### config.mk
export PLATFORM = sky130hd
export DESIGN_NAME = fetch_align
export DESIGN_NICKNAME = d
export VERILOG_FILES = /design/src/rtl/fetch_align.sv
export SDC_FILE = /design/constraint.sdc
export NUM_CORES = 1
export LEC_CHECK = 0
export ABC_CLOCK_PERIOD_IN_PS = 5140
export CAP_MARGIN = 20
export CORE_MARGIN = 2
export CORE_UTILIZATION = 35
export CTS_BUF_LIST = sky130_fd_sc_hd__clkbuf_4
export DETAILED_ROUTE_END_ITERATION = 12
export GPL_TIMING_DRIVEN = 0
export PLACE_DENSITY = 0.55
export SYNTH_ARGS = -nofsm -noshare
export SYNTH_HDL_FRONTEND = slang
export SYNTH_SLANG_ARGS = --single-unit
### constraint.sdc
create_clock -name clk -period 5.14 [get_ports clk]
set_input_delay 0.514 -clock clk [delete_from_list [all_inputs] [get_ports clk]]
set_output_delay 0.514 -clock clk [all_outputs]
set_load 0.02 [all_outputs]
### src/rtl/fetch_align.sv
// Instruction fetch/align: streams imem words into a byte queue and presents one
// MIPS or Y86 instruction per handshake. Optional trap on Y86 D-F opcodes: FETCH_ILLEGAL_TRAP_EN.
module fetch_align #(
  parameter int unsigned BUF_BYTES  = 12,
  parameter logic [31:0] RESET_PC   = 32'h0,
  parameter logic        RESET_MODE = 1'b0
) (
  input  logic        clk,
  input  logic        resetn,
  output logic        imem_req,
  output logic [31:0] imem_addr,
  input  logic [31:0] imem_rdata,
  input  logic        stall,
  input  logic        redirect,
  input  logic [31:0] redirect_pc,
  input  logic        redirect_mode,
  output logic [47:0] inst,
  output logic [31:0] inst_pc,
  output logic [31:0] next_inst_pc,
  output logic        mode,
  output logic        inst_valid,
  output logic        illegal
);

  localparam int unsigned CW = $clog2(BUF_BYTES + 1);
  localparam int unsigned QW = 8 * BUF_BYTES;
  localparam logic [CW:0] BUF_LIM = (CW+1)'(BUF_BYTES);

  typedef logic [CW-1:0] cnt_t;

  logic [QW-1:0] q_q, q_d;
  cnt_t          count_q, count_d;
  logic [31:0]   pc_q, pc_d;
  logic [31:0]   fetch_addr_q, fetch_addr_d;
  logic          mode_q, mode_d;
  logic          inflight_q, inflight_d;
  logic          discard_q, discard_d;
  logic [1:0]    skip_q, skip_d;
  logic          run_q, run_d;

  logic [3:0]    nib;
  logic [2:0]    len;
  cnt_t          len_c;
  cnt_t          cnt_pop;
  logic [CW:0]   need;
  logic          wedge, trap, pop, append;
  logic [QW-1:0] q_pop, app_word;

  assign nib = q_q[7:4];

  always_comb begin
    len = 3'd1;
    if (!mode_q) begin
      len = 3'd4;
    end else begin
      case (nib)
        4'h0, 4'h1, 4'h9:        len = 3'd1;
        4'h2, 4'h6, 4'hA, 4'hB:  len = 3'd2;
        4'h7, 4'h8, 4'hC:        len = 3'd5;
        4'h3, 4'h4, 4'h5:        len = 3'd6;
        default:                 len = 3'd1;
      endcase
    end
  end

  assign len_c = cnt_t'(len);
  // A misaligned MIPS pc can never be decoded; hold off until redirected
  assign wedge = !mode_q && (pc_q[1:0] != 2'b00);
  assign inst_valid = (count_q >= len_c) && !discard_q && !wedge;

`ifdef FETCH_ILLEGAL_TRAP_EN
  assign trap    = mode_q && (nib >= 4'hD);
  assign illegal = inst_valid && trap;
`else
  assign trap    = 1'b0;
  assign illegal = 1'b0;
`endif

  assign pop     = inst_valid && !stall && !redirect && !trap;
  assign cnt_pop = pop ? (count_q - len_c) : count_q;
  assign need    = {1'b0, cnt_pop} + (inflight_q ? (CW+1)'(8) : (CW+1)'(4));
  assign imem_req  = run_q && (need <= BUF_LIM);
  assign imem_addr = fetch_addr_q;
  assign append    = inflight_q && !discard_q;

  assign inst         = q_q[47:0] & ~({48{1'b1}} << {len, 3'b000});
  assign inst_pc      = pc_q;
  assign next_inst_pc = pc_q + 32'(len);
  assign mode         = mode_q;

  // Bytes at and above count are kept zero, so appending is a shifted OR
  assign q_pop    = pop ? (q_q >> {len, 3'b000}) : q_q;
  assign app_word = QW'(imem_rdata >> {skip_q, 3'b000});

  always_comb begin
    run_d        = 1'b1;
    inflight_d   = imem_req;
    discard_d    = 1'b0;
    mode_d       = mode_q;
    pc_d         = pop ? (pc_q + 32'(len)) : pc_q;
    fetch_addr_d = imem_req ? (fetch_addr_q + 32'd4) : fetch_addr_q;
    q_d          = append ? (q_pop | (app_word << {cnt_pop, 3'b000})) : q_pop;
    count_d      = cnt_pop + (append ? cnt_t'(3'd4 - {1'b0, skip_q}) : '0);
    skip_d       = append ? 2'b00 : skip_q;
    if (redirect) begin
      pc_d         = redirect_pc;
      mode_d       = redirect_mode;
      count_d      = '0;
      q_d          = '0;
      fetch_addr_d = {redirect_pc[31:2], 2'b00};
      skip_d       = redirect_pc[1:0];
      discard_d    = imem_req;
    end
  end

  always_ff @(posedge clk or negedge resetn) begin
    if (!resetn) begin
      q_q          <= '0;
      count_q      <= '0;
      pc_q         <= RESET_PC;
      mode_q       <= RESET_MODE;
      fetch_addr_q <= {RESET_PC[31:2], 2'b00};
      skip_q       <= RESET_PC[1:0];
      inflight_q   <= 1'b0;
      discard_q    <= 1'b0;
      run_q        <= 1'b0;
    end else begin
      q_q          <= q_d;
      count_q      <= count_d;
      pc_q         <= pc_d;
      mode_q       <= mode_d;
      fetch_addr_q <= fetch_addr_d;
      skip_q       <= skip_d;
      inflight_q   <= inflight_d;
      discard_q    <= discard_d;
      run_q        <= run_d;
    end
  end

endmodule

Word level (Yosys, flattened, before mapping)
Memories as Yosys holds them, arrays and structs flattened. Cells that the tools add are included. Widths: inputs -> output; s select.

Add/sub/neg operators: 6. Multiply operators: 0. Divide/modulo/power cells: 0. Magnitude comparators: 2. Equal/unequal tests: 0. Shifts and indexed selects: 4. Mux-type cells: 15. Bitwise operators: 3. Reduce and logical (&&, ||, !) cells: 16.

Operators by type and width (count): $mux 96 (3); $mux 32 (4); $or 96x96->96 (1); $shl 96x7->96 (1); $shr 32x5->96 (1); $shr 96x6->96 (1); $and 48x48->48 (1); $not 48->48 (1); $shl 48x6->48 const A (1); $add 32x3->32 (1); $add 32x3->32 const B (1); $mux 4 (4); $reduce_bool 2->1 (4); $logic_and 1x1->1 (7); $add 4x4->5 (1); $le 5x4->1 const B (1); $logic_not 1->1 (5); $add 4x4->4 (1); $ge 4x3->1 (1); $mux 2 (2); $sub 3x2->4 const A (1); $sub 4x3->4 (1); $mux 3 (1); $mux 1 (1).

Register bits after elaboration: 170. Bits in latches: 0. Bits in writable memories: 0. ROM bits: 48. Bits of input ports: 69. Output and inout port bits: 148. Word-level logic and storage cells: 56. Memories kept: 1.

Memory list: (no name shown) (words 16, width 3, read ports 1, clocked after Yosys merged registers in 0, wr ports 0, RTL line 56) `case (nib)`.

Depth between registers and ports, before layout
Gate-level depths: netlist of run 1. An unclocked memory read counts as a cell.

Word-level depth: 13. Mapped depth: 22.

Worst setup path before layout of run 1
OpenSTA, ideal clock, no wires.

Path type: register to register. Start point: register q_q[7]. End point: register fetch_addr_q[6], in the netlist imem_addr[6]. Library setup time: 0.125 ns. Arrival: 5.141 ns. Data required time: 5.015 ns. Setup slack: -0.126 ns. Stages on the path, launching flop included: 17. Path buffers: 3. Period minus slack after synthesis: 5.266 ns. Path through: dfrtp_1 -> o31a_1 -> nor2_1 -> clkbuf_1 -> buf_1 -> ha_1 -> a211oi_1 -> a21o_1 -> or3_4 -> xor2_2 -> clkbuf_1 -> fa_1 -> a311oi_1 -> a21oi_1 -> nand4_1 -> xnor2_1 -> mux2_2.

Cells in the longest elaborated chain, start to end: 12. Elaborated cells on any way between the ends: 13.

Ends and longest elaborated chain: start: declaration (RTL line 31) `logic [QW-1:0] q_q, q_d;`; start signal: assignment (RTL line 128) `q_q <= q_d;`; $mem_v2 16x3 *; $mux 3 * (RTL line 53) `if (!mode_q) begin`; $ge 4x3->1 (RTL line 69) `assign inst_valid = (count_q >= len_c) && !discard_q && !wedge;`; $logic_and 1x1->1 (2 in series) (RTL line 69); $logic_and 1x1->1 (2 in series) (RTL line 79) `assign pop = inst_valid && !stall && !redirect && !trap;`; $mux 4 * (RTL line 80) `assign cnt_pop = pop ? (count_q - len_c) : count_q;`; $add 4x4->5 * (RTL line 81) `assign need = {1'b0, cnt_pop} + (inflight_q ? (CW+1)'(8) : (CW+1)'(4));`; $le 5x4->1 * (RTL line 82) `assign imem_req = run_q && (need <= BUF_LIM);`; $logic_and 1x1->1 * (RTL line 82); named net imem_req (RTL line 10) `output logic imem_req,`; $reduce_bool 2->1 (no source line) *; end signal: assignment (RTL line 122) `fetch_addr_q <= {RESET_PC[31:2], 2'b00};`; end signal: assignment (RTL line 132) `fetch_addr_q <= fetch_addr_d;`; end: declaration (RTL line 34) `logic [31:0] fetch_addr_q, fetch_addr_d;`.

Mark *: on every way through the listed nets, which the timed path passes. The rest lies on a longest branch. A chain may end at the register's enable or synchronous reset.

Final worst setup path of run 1
Start point: register q_q[5]. End point: output imem_req.

Cells in the longest elaborated chain, start to end: 11. Elaborated cells on any way between the ends: 12.

Ends and longest elaborated chain (RTL line): $mem_v2 16x3 *; $mux 3 * (53); $ge 4x3->1 (69); $logic_and 1x1->1 (2 in series) (69); $logic_and 1x1->1 (2 in series) (79); $mux 4 * (80); $add 4x4->5 * (81); $le 5x4->1 * (82); $logic_and 1x1->1 * (82); end: declaration (10).

Every way passes the cells marked *; elsewhere a longest branch is shown, timed or not.

==> impl_metrics.csv, run 1 <==
group,metric,value,unit
run_status,status,"finished, final reports clean",
worst_setup_path,crit_path_max_incr_delay,0.48,ns
cells_and_area,design_area,15800,sq um
clock_tree,cts_sinks,168,
timing,timing.hold.ws,0.428,ns
timing,setup_viol,0,
timing,finClkSkew,0.0291,ns
timing,rsz0062_at_grt,"yes",
cells_and_area,layout-drive-gt1-share,0.127,
routing,drt-initial-drc-count,1388,
logic_synthesis,netlist_area,12400,sq um
worst_setup_path,crit_type,"reg -> out",
logic_synthesis,synth_ff_type,"dfrtp_1",
global_routing,groute.usage.overall,0.319,
global_routing,grt_max_degree,99,
logic_synthesis,synth_largest_area_cell,"dfrtp_1",
worst_setup_path,r2r_slack,0.18,ns
global_routing,overflow,0,
die,chipHeight,193,um
worst_setup_path,critical_path_required,4.63,ns
timing,report.final.slew_viol_count,0,
placement,dpl-instance-area,15200,sq um
clock_tree,cts_tree,"yes",
logic_synthesis,synth_top_area_share,0.338,
routing,ant_nets,0,
logic_synthesis,synth_edf_count,0,
worst_setup_path,endpoint_kind,"output pin",
logic_synthesis,yosys_warnings,0,
worst_setup_path,rr_endpoint,"imem_addr[12]",
clock_tree,cts_buffers,17,
timing,slew_headroom,0.250,
routing,drt_wl_total,59.2,mm
timing,finalCritPeriodShare,0.971,
worst_setup_path,worst_path_max_delay_cell,"dfrtp_2",
die,fp.coreArea,35300,sq um
logic_synthesis,syn_avg_cell_area,8.85,sq um
logic_synthesis,synth_area_leaders,"dfrtp_1 (34%), mux2_2 (8.1%), xnor2_1 (4.2%), mux2i_1 (4.2%), o21ai_0 (3.5%)",
worst_setup_path,reg2regPathDepth,18,
routing,viasPerCell,6.09,
cells_and_area,seq_area,4210,sq um
placement,dp_cells,2084,
clock_tree,insertion_delay,0.65,ns
logic_synthesis,postSynthCellCount,1406,
timing,finalCriticalPeriod,4.99,ns
routing,vias,13000,
logic_synthesis,async_flop_share,1.00,
die,die-area,37100,sq um
clock_tree,htree_num_levels,4,
global_routing,grt_antenna_before_repair,4,
clock_tree,cts-root-buf,"clkbuf_4",
run,cap_violations,0,
worst_setup_path,crit_family,"compound AO/OA/AOI/OAI gates",
worst_setup_path,arrival,4.48,ns
worst_setup_path,path_max_fanout,12,
die,fp.dieW,193,um
logic_synthesis,ys_ff_latch,168,
power,finalPower,7.39,mW
min_path,hp-class,"in -> async",
cells_and_area,final_cells,2139,
worst_setup_path,crit_buf_inv,3,
timing,tightest_slew,1.12,ns
cells_and_area,num-fill-cells,3502,
routing,wl_per_cell,27.7,um
cells_and_area,fin_nets,1748,
placement,port_buffers,213,
placement,place_congestion,0.940,
timing,fmax,200,MHz
die,start_util,0.352,
power,vdd_drop_max,0.203,mV
logic_synthesis,ys_types,68,
clock_tree,clkSlewWorstSetupHoldPaths,0.15,ns
global_routing,grt_pass1_vias,12600,
global_routing,grt_pass1_wl,85.3,mm
placement,dpl.hpwl,47.0,mm
worst_setup_path,cp_cell_sequence,"nor2b_2 -> a21oi_2 -> nand2b_4 -> clkbuf_8 -> fa_2 -> a211oi_2 -> a21o_1 -> or3_4 -> xor2_4 -> clkbuf_8 -> fa_1 -> a311oi_4 -> a21oi_4 -> buf_6",
routing,drc,0,
cells_and_area,syn_to_final_growth,27.2,%
logic_synthesis,ys_seq_area_frac,0.338,
power,p_per_area,467,nW/um^2
timing,hold_viol_final,0,
routing,drt_first_pass_iters,8,
worst_setup_path,reg2reg_from,"q_q[5]",
worst_setup_path,crit_top_cell,"clkbuf_8",
cells_and_area,multiInputGateArea,7760,sq um
power,p_leak,6.02,nW
die,floorplan.rows,69,
die,ioPinCount,217,
worst_setup_path,start_kind,"register",
clock_tree,cts.path.max_buffers,2,
-- metal layers --
metal,routed length [um],up-vias,GRT usage
met1,27000,6580,0.452
met2,25900,593,0.477
met4,1200,4,0.0890
li1,-,5780,-
met3,5110,74,0.0858
met5,27,-,0
-- Yosys cell counts, drive strengths merged, types with 27 or more instances --
library cell and number:
o21ai 89, xnor2 60, nand3 63, o22ai 48, inv 33, xor2 27, buf 33, nand2 113
clkbuf 91, and2 30, o221ai 34, mux2i 52, dfrtp 168, mux2 92, a21oi 55, and3 31
o211ai 30, nor2 82
-- per-stage QoR --
step | setup WS [ns] | TNS [ns] | util
6_report | 0.151 | 0 | 0.448
5_1_grt | -0.0119 | -0.0119 | 0.448
4_1_cts | -0.121 | -0.121 | 0.444
3_5_place_dp | -2.08 | -97.95 | 0.431
3_3_place_gp | -4.06 | -769.40 | 0.429
2_1_floorplan | 0.000323 | 0 | -
-- cell type report --
type | count | share of cell area
plain buffers | 121 | 0.0353
flip-flops and latches | 168 | 0.266
clock inverters | 14 | 0.00546
inverters | 33 | 0.00846
repair buffers | 239 | 0.149
clock buffers | 18 | 0.00854
diodes | 2 | 0.000316
multi-input cells | 1083 | 0.491
well taps | 461 | 0.0365
-- cell usage in the layout, fill, tap and decap left out, types with 51 or more instances in the layout --
master / instances
clkbuf_1: 81
clkdlybuf4s50_1: 210
dfrtp_1: 165
mux2_2: 89
mux2i_1: 51
nand2_1: 112
nand3_1: 63
nor2_1: 80
o21ai_0: 86
xnor2_1: 60
-- worst register-to-register path, cell delays in order (launching register included) --
cell      delay, ns
dfrtp_2        0.48
nor2b_2        0.19
a21oi_2        0.22
nand2b_4       0.26
clkbuf_8       0.26
fa_2           0.24
a211oi_2       0.08
a21o_1         0.25
or3_4          0.42
xor2_4         0.17
clkbuf_8       0.19
fa_1           0.54
a311oi_4       0.06
buf_4          0.21
a21oi_2        0.36
clkbuf_2       0.38
nand3_1        0.14
xnor2_1        0.16
mux2_2         0.27
-- where the power goes --
part           internal, mW  leakage (nW)  switching (mW)
sequential             1.62          2.16           0.498
clock                 0.188         0.115           0.527
combinational          1.73          3.74            2.82
total                  3.54          6.02            3.85
-- cells by family after synthesis --
family	share of synthesized area
compound gates	0.247
xor+xnor	0.0618
simple gates	0.156
flops	0.338
fa+ha+maj	0.0185
other cells	0.000604
mux	0.126
buf+inv	0.0522
-- how the worst max path moves through the flow --
stage          startpoint             to  slack [ns]  cells past startpoint
6_report           q_q[5]       imem_req        0.15                     14
5_1_grt              mode       imem_req       -0.01                     18
4_1_cts            q_q[5]       imem_req       -0.12                     16
3_5_place_dp       q_q[6]  imem_addr[27]       -2.08                     17
3_3_place_gp       resetn  imem_addr[28]       -4.06                      1
2_1_floorplan      q_q[7]  imem_addr[17]      0.0003                     17
-- repair_timing --
item                       in CTS  in global routing
hold endpoints to repair       70                  0
pin swaps                       6                  8
gates resized for setup        46                 16
hold buffers                    1                  0
setup buffers                  12                 10
setup endpoints to repair     180                 28
-- sequential cells by signal (all words and copies together) (netlist names) --
register,count
count_q,4
run_q,1
imem_addr,30
mode,1
q_q,96
inflight_q,1
discard_q,1
inst_pc,32
skip_q,2
Note: power is estimated with default switching activity, not from simulation.
==> run 2, diff against run 1 <==
--- a/config.mk
+++ b/config.mk
@@ -5,6 +5,7 @@
 export SDC_FILE = /design/constraint.sdc
 export NUM_CORES = 1
 export LEC_CHECK = 0
+export ABC_AREA = 0
 export ABC_CLOCK_PERIOD_IN_PS = 5140
 export CAP_MARGIN = 20
 export CORE_MARGIN = 2
==> results of run 2 <==
No change in the layout: final DEF, timing and power equal those of run 1.
